===== src/rtl/mem_bus_arbiter.sv =====
// Shares one single-port memory bus between instruction fetch and the MEM stage.
// Data accesses win over fetches. A stuck bus is aborted after TIMEOUT_CYCLES and sets a sticky error flag.
module mem_bus_arbiter #(
    parameter int TIMEOUT_CYCLES = 16
) (
    input  logic        clk,
    input  logic        rst,
    input  logic        if_ce_i,
    input  logic [31:0] if_addr_i,
    output logic [31:0] if_data_o,
    output logic        stallreq_if_o,
    input  logic        mem_ce_i,
    input  logic        mem_we_i,
    input  logic [3:0]  mem_sel_i,
    input  logic [31:0] mem_addr_i,
    input  logic [31:0] mem_wdata_i,
    output logic [31:0] mem_rdata_o,
    output logic        stallreq_mem_o,
    output logic        bus_req_o,
    output logic        bus_we_o,
    output logic [3:0]  bus_sel_o,
    output logic [31:0] bus_addr_o,
    output logic [31:0] bus_wdata_o,
    input  logic [31:0] bus_rdata_i,
    input  logic        bus_ack_i,
    output logic        bus_err_o
);

    localparam logic [2:0] IDLE      = 3'd0;
    localparam logic [2:0] DATA      = 3'd1;
    localparam logic [2:0] INST      = 3'd2;
    localparam logic [2:0] DATA_DONE = 3'd3;
    localparam logic [2:0] INST_DONE = 3'd4;

    localparam logic [7:0] WAIT_LAST = 8'(TIMEOUT_CYCLES - 1);

    logic [2:0]  state_q, state_d;
    logic [7:0]  wait_q, wait_d;
    logic        req_q, req_d;
    logic        we_q, we_d;
    logic [3:0]  sel_q, sel_d;
    logic [31:0] addr_q, addr_d;
    logic [31:0] wdata_q, wdata_d;
    logic [31:0] if_data_q, if_data_d;
    logic [31:0] mem_rdata_q, mem_rdata_d;
    logic        err_q, err_d;
    logic        timeout;

    // An ack arriving on the last allowed wait cycle takes precedence over the abort.
    assign timeout = !bus_ack_i && (wait_q == WAIT_LAST);

    always_comb begin
        state_d     = state_q;
        wait_d      = wait_q;
        req_d       = req_q;
        we_d        = we_q;
        sel_d       = sel_q;
        addr_d      = addr_q;
        wdata_d     = wdata_q;
        if_data_d   = if_data_q;
        mem_rdata_d = mem_rdata_q;
        err_d       = err_q;
        case (state_q)
            IDLE: begin
                if (mem_ce_i) begin
                    addr_d  = mem_addr_i;
                    we_d    = mem_we_i;
                    sel_d   = mem_sel_i;
                    wdata_d = mem_wdata_i;
                    req_d   = 1'b1;
                    wait_d  = 8'd0;
                    state_d = DATA;
                end else if (if_ce_i) begin
                    addr_d  = if_addr_i;
                    we_d    = 1'b0;
                    sel_d   = 4'b1111;
                    req_d   = 1'b1;
                    wait_d  = 8'd0;
                    state_d = INST;
                end
            end
            DATA, INST: begin
                if (bus_ack_i || timeout) begin
                    req_d   = 1'b0;
                    state_d = (state_q == DATA) ? DATA_DONE : INST_DONE;
                    if (timeout) err_d = 1'b1;
                    if (!we_q) begin
                        if (state_q == DATA) mem_rdata_d = bus_ack_i ? bus_rdata_i : 32'h0;
                        else                 if_data_d   = bus_ack_i ? bus_rdata_i : 32'h0;
                    end
                end else begin
                    wait_d = wait_q + 8'd1;
                end
            end
            DATA_DONE, INST_DONE: state_d = IDLE;
            default: begin
                state_d = IDLE;
                req_d   = 1'b0;
            end
        endcase
    end

    always_ff @(posedge clk) begin
        if (rst) begin
            state_q     <= IDLE;
            wait_q      <= 8'd0;
            req_q       <= 1'b0;
            we_q        <= 1'b0;
            sel_q       <= 4'd0;
            addr_q      <= 32'd0;
            wdata_q     <= 32'd0;
            if_data_q   <= 32'd0;
            mem_rdata_q <= 32'd0;
            err_q       <= 1'b0;
        end else begin
            state_q     <= state_d;
            wait_q      <= wait_d;
            req_q       <= req_d;
            we_q        <= we_d;
            sel_q       <= sel_d;
            addr_q      <= addr_d;
            wdata_q     <= wdata_d;
            if_data_q   <= if_data_d;
            mem_rdata_q <= mem_rdata_d;
            err_q       <= err_d;
        end
    end

    assign stallreq_mem_o = mem_ce_i & (state_q != DATA_DONE);
    assign stallreq_if_o  = if_ce_i & (state_q != INST_DONE);
    assign bus_req_o      = req_q;
    assign bus_we_o       = we_q;
    assign bus_sel_o      = sel_q;
    assign bus_addr_o     = addr_q;
    assign bus_wdata_o    = wdata_q;
    assign if_data_o      = if_data_q;
    assign mem_rdata_o    = mem_rdata_q;
    assign bus_err_o      = err_q;

endmodule


===== config.mk =====
export PLATFORM = sky130hd
export DESIGN_NAME = mem_bus_arbiter
export DESIGN_NICKNAME = d
export VERILOG_FILES = /design/src/rtl/mem_bus_arbiter.sv
export SDC_FILE = /design/constraint.sdc
export NUM_CORES = 1
export LEC_CHECK = 0
export ABC_AREA = 1
export CORE_UTILIZATION = 45
export CTS_CLUSTER_DIAMETER = 120
export DETAILED_ROUTE_END_ITERATION = 8
export DONT_BUFFER_PORTS = 1
export GPL_TIMING_DRIVEN = 0
export PLACE_DENSITY = 0.67
export SLEW_MARGIN = 10
export SYNTH_ARGS = -nofsm -noshare
export SYNTH_HDL_FRONTEND = slang
export SYNTH_SLANG_ARGS = --single-unit

===== constraint.sdc =====
create_clock -name clk -period 1.6 [get_ports clk]
set_input_delay 0.08 -clock clk [delete_from_list [all_inputs] [get_ports clk]]
set_output_delay 0.08 -clock clk [all_outputs]
set_load 0.01 [all_outputs]

==> results.tsv <==
metric	value	unit
outcome	finished, violations left	
violations in the final reports	negative setup slack	
Max Freq	614	MHz
share of total power in the clock network	0.355	
source-to-sink clock delay at the later pin of the worst-skew pair	0.42	ns
largest net degree at the start of global routing	17	
TritonCTS clock tree	built	
Met2 Wirelength	10300	um
residual DRC count	0	
flop and latch count out of synthesis	146	
pre-CTS setup slack	-0.117	ns
endpoint class of the critical path	flop	
number of warnings reported in the yosys synthesis log	0	
category of the critical setup timing path	flop to flop	
Post-Route M1 WL	7470	um
all-layer global routing usage	0.285	
net count after synthesis	954	
wire length of the first global-routing pass	29600	um
source of the worst hold timing path	mem_ce_i	
internal power component	7.43	mW
WP data required	1.87	ns
share of total power in combinational logic	0.206	
Worst Tran Pin Value	0.625	ns
Async SR Flop Fraction	0	
number of library cell types mapped by synthesis	29	
floorplan die area	0.0136	mm2
sequential cell fraction of total power	0.439	
number of synthesized flops with an enable pin	0	
sequential-to-total area share from yosys stat	0.495	
# rows	41	
area inside the core boundary	0.0127	mm2
startpoint of the worst register-to-register path	wait_q[1]	
Tot Pwr	10.9	mW
buffer cell driving the clock tree root	clkbuf_16	
per-cell routed wire length	17.4	um
level count of the clock H-tree	4	
number of vias after detailed routing	6143	
post-detailed-route count of antenna-violating nets	0	
# Max-Cap Violations	0	
top routing layer in use	met4	
via count of the first global-routing pass	6109	
routed via count divided by cell count	5.27	
first drt pass iteration count	5	
clock sink count	146	
Final Net Count	1120	
area share of the largest cell type after synthesis	0.495	
Chip Width	117	um
Final Wtd Congestion	0.777	
final HPWL from detailed placement	12500	um
kind of path behind the tightest hold check	input pin to flop	
number of clock buffers inserted by TritonCTS	17	
Detailed Route Iter0 Violations	391	
initial antenna violation count	0	
Slew Limit Headroom	0.583	
Synth Instances	815	
area used by multi-input combinational logic	0.00262	mm2
maximum fanout along the worst path	10	
worst clock skew on the final layout	0.00771	ns
number of fill cells	1056	
cell taking the most area after synthesis	dfxtp_1	
number of buffers on the longest clock path	2	
antenna diode count	0	
Final Cycle Share	1.02	
final worst slack	-0.0275	ns
final number of hold-violating endpoints	0	
RSZ-0062 raised after global routing	yes	
IR drop worst, VDD	0.778	mV
area added between synthesis and finish	42.7	%
Met3 Wirelength	1850	um
# port buffers	0	
fraction of power spent switching nets	0.317	
power density over the cells	1290	mW/mm2
total routed wirelength	20300	um
residual overflow from global routing	0	
Cell Area, Synth	0.00591	mm2
clock-pin slew of the registers on the worst-case setup and hold paths	0.06	ns
arrival time at the worst endpoint	1.90	ns
startpoint types	flop	
starting density of the core	0.464	
leading cell types by count after synthesis	251 x nand2_1, 146 x dfxtp_1, 90 x nor2_1	
CP startpoint	wait_q[1]	
Max Slew Vio Count	0	
final worst path period need	1.63	ns
switching power summed over all nets	3.44	mW
most common flop cell mapped by yosys	dfxtp_1	
syn_area_per_cell	7.25	um2
area used by sequential logic in the layout	0.00293	mm2
most instantiated library cell after synthesis	nand2_1	
Leakage	3.68	nW
proportion of layout cells with a drive suffix above 1	0.137	
number of failing setup endpoints in the final timing report	4	
cell types occupying the most area after synthesis	dfxtp_1 49%, nand2_1 16%, a21oi_1 6.3%	
IO Pins	275	
vertical die dimension	117	um
## worst max-delay path, cell delays in order (launching register included)
cell and delay (ns):
dfxtp_2 0.35, ha_4 0.15, nand2_4 0.06, nor2_4 0.11
nand3_4 0.10, nand2_4 0.10, nand3_4 0.19, buf_4 0.25
nand2_1 0.10, a21oi_2 0.06
## state kept, by name, summed over array words and instances (netlist names)
signal,flops
bus_req_o,1
state_q,3
bus_wdata_o,32
wait_q,8
mem_rdata_o,32
bus_addr_o,32
bus_we_o,1
if_data_o,32
bus_err_o,1
bus_sel_o,4
## cell usage in the layout, fill, tap and decap left out, types with 2 or more instances in the layout
| master | count |
|---|---|
| nand2_2 | 15 |
| buf_6 | 7 |
| bufinv_16 | 2 |
| clkinv_2 | 7 |
| nor2_1 | 90 |
| nand3_1 | 5 |
| inv_1 | 63 |
| nand2_4 | 10 |
| clkbuf_2 | 3 |
| clkbuf_16 | 19 |
| inv_2 | 3 |
| nor2_4 | 2 |
| buf_4 | 16 |
| dfxtp_2 | 3 |
| a21oi_1 | 59 |
| buf_2 | 11 |
| clkbuf_1 | 22 |
| dfxtp_1 | 143 |
| a21oi_2 | 16 |
| o21ai_0 | 71 |
| buf_8 | 3 |
| clkbuf_8 | 2 |
| dlygate4sd3_1 | 134 |
| nand3_2 | 3 |
| clkbuf_4 | 2 |
| nand3_4 | 3 |
| nand2_1 | 231 |
| o21ai_1 | 2 |
| a31oi_1 | 33 |
## final timing paths
check                                  endpoint  slack, ns  depth (start not counted)
worst max-delay path            mem_rdata_o[27]      -0.03                          9
worst min-delay path              bus_addr_o[1]       0.06                          3
worst max register to register  mem_rdata_o[27]      -0.03                          9
worst min register to register   mem_rdata_o[9]       0.51                          2
## per-stage QoR
stage                     TNS [ns]  area [um2]  hold WS, ns  utilization  std cells
after floorplan                  0        5910        0.215            -        815
after global placement       -3.14        6120        0.217        0.481        987
after detailed placement     -3.54        6120        0.224        0.481        987
after CTS                        0        8180     0.000811        0.643       1160
after global routing         -1.61        8430       0.0732        0.663       1165
final                      -0.0396        8430       0.0605        0.663       1165
## cell type report
cell class,instances,share of cell area
flip-flops and latches,146,0.347
plain buffers,53,0.0395
repair buffers,147,0.176
clock buffers,20,0.0542
well taps,172,0.0255
multi-input cells,547,0.311
inverters,69,0.0331
clock inverters,11,0.0132
## routing by layer
layer / global-route usage / up-vias
met1: 0.299 / 2789
met5: 0 / -
li1: - / 2922
met3: 0.0996 / 80
met4: 0.145 / 0
met2: 0.505 / 352
## kinds of logic after synthesis
logic type | count (synthesis) | synth area share
adders and majority gates | 1 | 0.00212
DFF | 146 | 0.495
buffers and inverters | 122 | 0.0909
and+or+nand+nor | 361 | 0.245
AOI/OAI and AO/OA | 185 | 0.168
## what timing repair did
item / CTS / global route
hold buffers: 134 / 0
pin swaps: 2 / 7
gates resized for setup: 19 / 63
buffers inserted: 7 / 4
endpoints found under the hold margin: 133 / 0
cloned: 1 / 2
endpoints found under the setup margin: 63 / 98
## power by group through the flow
stage	Sequential [mW]	Clock (mW)	Combinational (mW)
floorplan	4.68	0	1.30
global placement	4.83	0	1.62
detailed placement	4.82	0	1.65
CTS	4.76	3.91	2.00
global route	4.83	4.04	2.50
finish	4.78	3.86	2.24
No activity file was read; power rests on OpenSTA's default activity.
